**config.mk**
```make
export PLATFORM = sky130hd
export DESIGN_NAME = grid_map_writer
export DESIGN_NICKNAME = d
export VERILOG_FILES = /design/src/rtl/grid_map_writer.sv
export SDC_FILE = /design/constraint.sdc
export NUM_CORES = 1
export LEC_CHECK = 0
export BUFFER_PORTS_ARGS = -buffer_cell sky130_fd_sc_hd__buf_2
export CORE_UTILIZATION = 63
export DETAILED_ROUTE_END_ITERATION = 8
export GPL_TIMING_DRIVEN = 0
export PLACE_DENSITY = 0.77
export RECOVER_POWER = 100
export SLEW_MARGIN = 15
export SYNTH_ARGS = -nofsm -noshare
export SYNTH_HDL_FRONTEND = slang
export SYNTH_SLANG_ARGS = --single-unit
export TNS_END_PERCENT = 5
```
**constraint.sdc**
```tcl
create_clock -name clk -period 8.6 [get_ports clk]
set_input_delay 0.86 -clock clk [delete_from_list [all_inputs] [get_ports clk]]
set_output_delay 0.86 -clock clk [all_outputs]
set_load 0.01 [all_outputs]
```
**src/rtl/grid_map_writer.sv**
```systemverilog
// Occupancy-bitmap writer: clears the map after reset, then records (x, y) obstacle
// points with duplicate/out-of-range/full rejection until the entry stage signals finish.
module grid_map_writer #(
  parameter int GRID_W     = 16,
  parameter int GRID_H     = 16,
  parameter int COORD_W    = 5,
  parameter int MAX_POINTS = 32,
  parameter int CNT_W      = 6
) (
  input  logic               clk,
  input  logic               reset,
  input  logic               coord_valid,
  input  logic [COORD_W-1:0] coord_x,
  input  logic [COORD_W-1:0] coord_y,
  output logic               coord_ready,
  input  logic               finish,
  input  logic               rd_en,
  input  logic [COORD_W-1:0] rd_x,
  input  logic [COORD_W-1:0] rd_y,
  output logic               rd_occupied,
  output logic [CNT_W-1:0]   point_count,
  output logic               dup_flag,
  output logic               oob_flag,
  output logic               overflow,
  output logic               map_ready
);

  localparam int XW = (GRID_W > 1) ? $clog2(GRID_W) : 1;
  localparam int YW = (GRID_H > 1) ? $clog2(GRID_H) : 1;

  typedef enum logic [1:0] {CLEAR, ACCEPT, WRITE, LOCKED} state_t;

  state_t             state, state_nxt;
  logic [YW-1:0]      clr_row;
  logic [COORD_W-1:0] cap_x, cap_y;
  logic [GRID_W-1:0]  bitmap [GRID_H];
  logic               finish_pending;

  logic cap_in_range, cap_is_set, map_full, do_commit, rd_in_range;

  assign cap_in_range = (int'(cap_x) < GRID_W) && (int'(cap_y) < GRID_H);
  assign cap_is_set   = cap_in_range && bitmap[cap_y[YW-1:0]][cap_x[XW-1:0]];
  assign map_full     = (point_count == CNT_W'(MAX_POINTS));
  assign do_commit    = (state == WRITE) && cap_in_range && !cap_is_set && !map_full;
  assign rd_in_range  = (int'(rd_x) < GRID_W) && (int'(rd_y) < GRID_H);

  always_ff @(posedge clk or posedge reset) begin
    if (reset) state <= CLEAR;
    else       state <= state_nxt;
  end

  // NOTE: every always_comb output gets a default first so no path leaves it unassigned (no latch).
  always_comb begin
    state_nxt = state;
    unique case (state)
      CLEAR:  if (clr_row == YW'(GRID_H - 1)) state_nxt = ACCEPT;
      ACCEPT: begin
        if (coord_valid)                  state_nxt = WRITE;
        else if (finish || finish_pending) state_nxt = LOCKED;
      end
      WRITE:  state_nxt = (finish_pending || finish) ? LOCKED : ACCEPT;
      LOCKED: state_nxt = LOCKED;
      default: state_nxt = CLEAR;
    endcase
  end

  always_comb begin
    coord_ready = (state == ACCEPT);
    map_ready   = (state == LOCKED);
  end

  // NOTE: registered state uses non-blocking assignments so every flop samples pre-edge values.
  always_ff @(posedge clk or posedge reset) begin
    if (reset) begin
      clr_row        <= '0;
      cap_x          <= '0;
      cap_y          <= '0;
      finish_pending <= 1'b0;
      point_count    <= '0;
      dup_flag       <= 1'b0;
      oob_flag       <= 1'b0;
      overflow       <= 1'b0;
      rd_occupied    <= 1'b0;
    end else begin
      if (state == CLEAR) clr_row <= clr_row + 1'b1;
      if (state == ACCEPT && coord_valid) begin
        cap_x <= coord_x;
        cap_y <= coord_y;
      end
      if (finish && (state == CLEAR || state == WRITE || (state == ACCEPT && coord_valid)))
        finish_pending <= 1'b1;
      dup_flag <= (state == WRITE) && cap_is_set;
      oob_flag <= (state == WRITE) && !cap_in_range;
      if (state == WRITE && cap_in_range && !cap_is_set && map_full) overflow <= 1'b1;
      if (do_commit) point_count <= point_count + 1'b1;
      if (rd_en) rd_occupied <= rd_in_range && bitmap[rd_y[YW-1:0]][rd_x[XW-1:0]];
    end
  end

  // NOTE: the bitmap has no reset; the clear sweep after every reset zeroes it row by row.
  always_ff @(posedge clk) begin
    if (state == CLEAR)
      bitmap[clr_row] <= '0;
    else if (do_commit)
      bitmap[cap_y[YW-1:0]][cap_x[XW-1:0]] <= 1'b1;
  end

endmodule
```
==> results of run 1 <==
==> per-stage QoR <==
step,worst slack [ns],setup TNS [ns]
6_report,1.55,0
5_1_grt,1.62,0
4_1_cts,3.47,0
3_5_place_dp,3.48,0
3_3_place_gp,-0.706,-175.36
2_1_floorplan,2.63,0
==> area by class of cell <==
cell class	instances	share of cell area [%]
Sequential cell	283	49.6
Multi-Input combinational cell	700	37.5
Clock buffer	39	4.90
Buffer	121	3.43
Tap cell	319	2.37
Timing Repair Buffer	33	1.03
Clock inverter	15	0.949
Inverter	10	0.267
==> cells in the final DEF, fill, tap and decap left out, drive strengths merged, types with 2 or more instances in the layout <==
| cell type | n |
|---|---|
| clkinv | 7 |
| a21o | 2 |
| nor3 | 15 |
| xnor2 | 7 |
| a221oi | 5 |
| nand4b | 4 |
| nor2 | 36 |
| mux2i | 34 |
| clkinvlp | 2 |
| nand3b | 3 |
| and3 | 4 |
| a211oi | 8 |
| ha | 3 |
| a2111oi | 6 |
| dfrtp | 27 |
| buf | 64 |
| clkbuf | 129 |
| nand3 | 7 |
| a31oi | 21 |
| bufinv | 3 |
| nor4 | 4 |
| a311oi | 3 |
| or4 | 9 |
| o2111ai | 2 |
| o211ai | 2 |
| a22oi | 4 |
| o21ai | 24 |
| mux2 | 25 |
| mux4 | 126 |
| o22ai | 2 |
| nand2 | 23 |
| nor2b | 14 |
| inv | 13 |
| a21oi | 265 |
| or2 | 2 |
| edfxtp | 256 |
| nand4 | 14 |
| nand2b | 16 |
==> cell families after synthesis <==
logic type	synth area share [%]
muxes	22.4
AOI/OAI and AO/OA	13.2
DFF	54.2
buffers and inverters	4.05
xor gates and xnor gates	0.454
adders and majority gates	0.243
and+or+nand+nor	5.42
==> synth_stat cells, drive strengths merged (14+ instances only) <==
| cell type | instances |
|---|---|
| a31oi | 21 |
| mux2i | 34 |
| nor3 | 15 |
| buf | 56 |
| a21oi | 265 |
| o21ai | 24 |
| clkbuf | 65 |
| nand4 | 14 |
| nand2 | 23 |
| mux4 | 126 |
| nor2 | 36 |
| dfrtp | 27 |
| nor2b | 14 |
| nand2b | 16 |
| edfxtp | 256 |
| mux2 | 25 |
==> final timing paths <==
| path | startpoint | end | slack, ns | cells after the start |
|---|---|---|---|---|
| max in group asynchronous | reset | cap_y[3]$_DFFE_PP0P_ | 7.28 | 2 |
| min in group asynchronous | reset | overflow$_DFFE_PP0P_ | 0.59 | 2 |
| setup / recovery | cap_y[1]$_DFFE_PP0P_ | bitmap[9][15]$_DFFE_PP_ | 1.55 | 14 |
| hold / removal | overflow$_DFFE_PP0P_ | overflow$_DFFE_PP0P_ | 0.47 | 1 |
| setup reg to reg | cap_y[1]$_DFFE_PP0P_ | bitmap[9][15]$_DFFE_PP_ | 1.55 | 14 |
| hold reg to reg | overflow$_DFFE_PP0P_ | overflow$_DFFE_PP0P_ | 0.47 | 1 |
==> worst reg2reg max path: stages, from the launching register on <==
cell	delay, ns
dfrtp_1	0.32
clkbuf_1	0.55
clkbuf_1	0.74
clkbuf_1	0.71
clkbuf_1	0.60
nor2_1	0.11
a2111oi_0	0.69
nor3_1	0.08
a31oi_1	0.36
nand3_1	0.36
clkbuf_1	0.35
clkbuf_1	0.29
o21ai_0	0.87
clkbuf_1	0.57
a21oi_1	0.19
==> power groups by stage <==
stage	clock network, mW	logic, mW	registers (mW)
final	1.33	0.139	1.48
after global routing	1.36	0.142	1.48
after detailed placement	0	0.133	1.51
after floorplan	0	0.0844	1.51
after CTS	1.31	0.134	1.48
after global placement	0	0.131	1.51
==> metal layers <==
metal	global-route usage [%]	vias up	part of all wire, %
li1	-	4620	-
met1	58.4	5736	35
met2	61.5	1152	43
met3	14.2	211	17
met4	18.2	6	5.1
met5	2.07	-	0.15
==> flip-flops by register name (all words and copies together), names as in the netlist <==
| register | flops |
|---|---|
| bitmap | 256 |
| point_count | 6 |
| cap_x | 5 |
| cap_y | 5 |
| clr_row | 4 |
| state | 2 |
| dup_flag | 1 |
| finish_pending | 1 |
| oob_flag | 1 |
| overflow | 1 |
| rd_occupied | 1 |
==> flow_summary.toml, run 1 <==
[place]
buffer_ports.inserted = 32
gp_congestion = 1.04
place.detailed.instances = 1466
placedInstanceArea_sq_um = 16000
place_hpwl_um = 35800

[clocking]
clkLatencyLatePin_ns = 0.57
clock_tree_from_tritoncts = "yes"
cts_hold_repair.buffers = 0
cts.root.buffer_cell = "clkbuf_16"
cts_htree_levels = 1
post-cts-setup-buffer-count = 0
cts-resized-gates = 0
worst_setup_hold_path_clk_slew_ns = 0.07
numCtsBuffers = 29
cts.path.max_buffers = 3
cts_num_sinks = 283

[floorplan]
floorplan.die.width_um = 159
top_level_ports = 37
number_of_rows_created_at_floorplan = 56
floorplan.initialDensity_pct = 65.0
floorplan.core_area_sq_um = 23800
dieHeight_um = 159
dieArea_sq_um = 25100

[cells_and_area]
finalInstanceArea_sq_um = 16900
final_cells = 1520
final.fill_count = 1635
diode_insertion_count_for_antenna_repair = 0
multi_input_area_sq_um = 6320
area_delta_synth_final_pct = 9.27
layout.area.seq_sq_um = 8360
layout.core_utilization_pct = 71.0
design.final.nets = 1206
drive_gt1_share_pct = 22.6

[power]
pwr-share-clk_pct = 45.1
power.net_switching_mw = 0.658
combinationalPowerShare_pct = 4.7
internal-power_mw = 2.29
pwr_density_cell_nw_per_um2 = 175
pwr-share-seq_pct = 50.2
worst_vdd_rail_ir_drop_uv = 267
total_leakage_power_nw = 5.73
power_mw = 2.95
swShare_pct = 22.3

[sta]
worst_slew_margin_pct = 15.8
finalHoldViolations = 0
timing.clock.skew_ns = 0.0169
tightestPinTransition_ns = 1.25
setup_viol = 0
final_min_period_over_clock_period_pct = 82.0
fin_worst_hold_slack_ns = 0.466
fmax_ghz = 0.142
finalWorstPathRequiredPeriod_ns = 7.05
slew_viol_final = 0
grt_setup_unrepaired = "no"

[critical_path]
worstSetupEndpointType = "flop"
critical_path.top_delay_family = "buffers and inverters"
critical-path-top-cell-by-count = "clkbuf_1"
crit_fanout = 10
worst-setup-path-type = "flop to flop"
critical_path_required_ns = 8.90
crit_slowest_cell = "o21ai_0"
cp_slowest_stage_delay_ns = 0.87
cp-start-kind = "flop"
crit_chain = "clkbuf_1, clkbuf_1, clkbuf_1, clkbuf_1, nor2_1, a2111oi_0, nor3_1, a31oi_1, nand3_1, clkbuf_1, clkbuf_1, o21ai_0, clkbuf_1, a21oi_1"
worst-endpoint-arrival_ns = 7.35
critical_path.n_buffers_inverters = 7

[global_routing]
grt_max_degree = 133
grt_pass1_wl_um = 74100
antenna_violations_before_repair = 2
via_count_of_the_first_global_routing_pass = 11300
grt_util_all_layers_pct = 42.3
globalRouteOverflowTotal = 0

[synthesis]
synthDominantCellAreaShare_pct = 49.8
async_reset_ff_share_pct = 9.54
synth_top_flop_cell = "edfxtp_1"
synth.cell_area_sq_um = 15400
postSynthNetCount = 1142
number_of_storage_elements_in_the_synthesis_netlist = 283
synth_area_per_cell_sq_um = 13.9
yosys_warnings = 0
synth-edff-count = 256
synth_largest_area_cell = "edfxtp_1"
synth-seq-area-share_pct = 54.2
synth.top_cells.by_area = "edfxtp_1 (50%), mux4_2 (18%), a21oi_1 (7.6%)"
ys_types = 52
synth_cells = 1114

[routing]
antenna_nets_post_route = 0
post_drt_wl_per_cell_um = 33.7
route.vias.total = 11700
drt_pass1_iterations = 7
drt_drc_violations_left = 0
initialDrtViolationCount = 2249
detail_route.vias_per_cell = 7.71
drt-total-wl_um = 51200

[worst_hold_path]
kind_of_path_behind_the_tightest_hold_check = "flop to flop"

[job]
drv_cap = 0

[outcome]
outcome = "finished clean"
(Power assumes the default switching activity.)
==> inputs of run 2 (changes only) <==
Settings changed: CORE_UTILIZATION 63 to 57, PLACE_DENSITY 0.77 to 0.74.
Clock period 8.6 ns to 5.7 ns, I/O delays scaled along.
==> run 2 against run 1 <==
The flow now finishes with violations (design-rule violations). Worst setup slack worse by 1.5 ns. Utilization is 6.3 points lower. Via count is 0.93% higher. Register-to-register slack worse by 1.5 ns. Critical path type unchanged. Hold slack worse by 0.23 ns. Sequential share of layout area is 0.38 points lower. Design area is 0.77% higher. Critical path depth is 3 lower. Routed wire length is 1.1% lower.
==> flow_summary.toml, run 2 (synthesized netlist as in run 1, its figures left out) <==
[outcome]
outcome = "finished with violations"
failing_checks = "design-rule violations"

[critical_path]
crit_fanout = 10
critical_path_required_ns = 5.98
worstSetupEndpointType = "flop"
worst-endpoint-arrival_ns = 5.94
critical_path.n_buffers_inverters = 5
crit_chain = "clkbuf_1, clkbuf_1, clkbuf_1, o21ai_0, and4_1, nor3_1, nand3_1, buf_4, o21ai_1, clkbuf_1, a21oi_1"
cp_slowest_stage_delay_ns = 0.65
crit_slowest_cell = "nor3_1"
critical_path.top_delay_family = "buffers and inverters"
worst-setup-path-type = "flop to flop"
cp-start-kind = "flop"
critical-path-top-cell-by-count = "clkbuf_1"

[routing]
route.vias.total = 11800
initialDrtViolationCount = 2356
detail_route.vias_per_cell = 7.68
antenna_nets_post_route = 0
drt_drc_violations_left = 4
post_drt_wl_per_cell_um = 32.9
drt-total-wl_um = 50700
drt_pass1_iterations = 8

[clocking]
cts_hold_repair.buffers = 0
cts_num_sinks = 283
numCtsBuffers = 30
cts-resized-gates = 0
worst_setup_hold_path_clk_slew_ns = 0.06
cts.path.max_buffers = 3
cts.root.buffer_cell = "clkbuf_16"
post-cts-setup-buffer-count = 0
cts_htree_levels = 1
clkLatencyLatePin_ns = 0.59
clock_tree_from_tritoncts = "yes"

[floorplan]
floorplan.die.width_um = 167
top_level_ports = 37
floorplan.core_area_sq_um = 26300
number_of_rows_created_at_floorplan = 59
dieHeight_um = 167
floorplan.initialDensity_pct = 58.7
dieArea_sq_um = 27700

[cells_and_area]
diode_insertion_count_for_antenna_repair = 0
mostFrequentLayoutCells = "a21oi_1 (261), edfxtp_1 (256), mux4_2 (126)"
reg.largest.list = "bitmap x256, point_count x6"
design.final.nets = 1211
register_with_the_most_flip_flops = "bitmap"
area_delta_synth_final_pct = 10.1
finalInstanceArea_sq_um = 17000
flip_flop_count_of_the_largest_register_after_layout = 256
drive_gt1_share_pct = 23.9
final_common_cell = "a21oi_1"
layout.core_utilization_pct = 64.7
final.fill_count = 1983

[place]
gp_congestion = 1.06
dp_worst_setup_slack_ns = 0.604
place_hpwl_um = 35800
placedInstanceArea_sq_um = 16100
buffer_ports.inserted = 32

[global_routing]
antenna_violations_before_repair = 1
grt_util_all_layers_pct = 36.9
grt_max_degree = 55
globalRouteOverflowTotal = 0
via_count_of_the_first_global_routing_pass = 11300
grt_pass1_wl_um = 74600

[power]
power_mw = 4.49
pwr_density_cell_nw_per_um2 = 264
total_leakage_power_nw = 5.78
worst_vdd_rail_ir_drop_uv = 240

[sta]
tightestPinTransition_ns = 1.20
finalHoldViolations = 0
final_min_period_over_clock_period_pct = 99.2
fin_ws_ns = 0.0438
timing.clock.skew_ns = 0.0284
slew_viol_final = 0
grt_setup_unrepaired = "no"
worst_slew_margin_pct = 19.9
fmax_ghz = 0.177
setup_viol = 0
finalWorstPathRequiredPeriod_ns = 5.66

[worst_hold_path]
kind_of_path_behind_the_tightest_hold_check = "input pin to flop"

[job]
drv_cap = 0
==> run 2: area by class of cell <==
| cell class | count | area [sq um] | share of cell area [%] |
|---|---|---|---|
| multi-input combinational | 700 | 6350 | 37.4 |
| timing repair buffer | 37 | 238 | 1.40 |
| inverter | 10 | 41.3 | 0.243 |
| tap | 335 | 419 | 2.47 |
| clock buffer | 35 | 769 | 4.53 |
| sequential | 283 | 8360 | 49.2 |
| buffer | 121 | 581 | 3.42 |
| clock inverter | 20 | 238 | 1.40 |
==> run 2: where the power goes <==
group	leakage [nW]	total (mW)	switching (mW)	internal, mW
registers	3.31	2.24	0.00382	2.23
logic	1.97	0.209	0.136	0.0723
clock network	0.495	2.04	0.852	1.19
total	5.78	4.49	0.993	3.50
==> run 2: final timing paths <==
path / from / to / slack (ns) / cells past startpoint
setup / recovery: cap_y[3]$_DFFE_PP0P_ / bitmap[5][7]$_DFFE_PP_ / 0.04 / 11
setup reg to reg: cap_y[3]$_DFFE_PP0P_ / bitmap[5][7]$_DFFE_PP_ / 0.04 / 11
hold reg to reg: overflow$_DFFE_PP0P_ / overflow$_DFFE_PP0P_ / 0.46 / 1
hold / removal: coord_y[2] / cap_y[2]$_DFFE_PP0P_ / 0.23 / 2
max in group asynchronous: reset / cap_y[2]$_DFFE_PP0P_ / 4.66 / 2
min in group asynchronous: reset / overflow$_DFFE_PP0P_ / 0.30 / 2
==> run 2: routing by layer <==
metal / vias up / part of all wire, % / global-route usage, %
met5: - / 0 / 0
met4: 0 / 5.5 / 16.6
met3: 207 / 15 / 10.8
met2: 1204 / 44 / 54.3
met1: 5793 / 36 / 51.1
li1: 4630 / - / -
==> run 2: metrics by stage <==
step / TNS [ns] / cells / hold slack, ns
after floorplan: 0 / 1114 / 0.445
after global placement: -400.67 / 1481 / 0.433
after detailed placement: 0 / 1486 / 0.445
after CTS: 0 / 1541 / 0.0958
final: 0 / 1541 / 0.235
after global routing: 0 / 1541 / 0.237
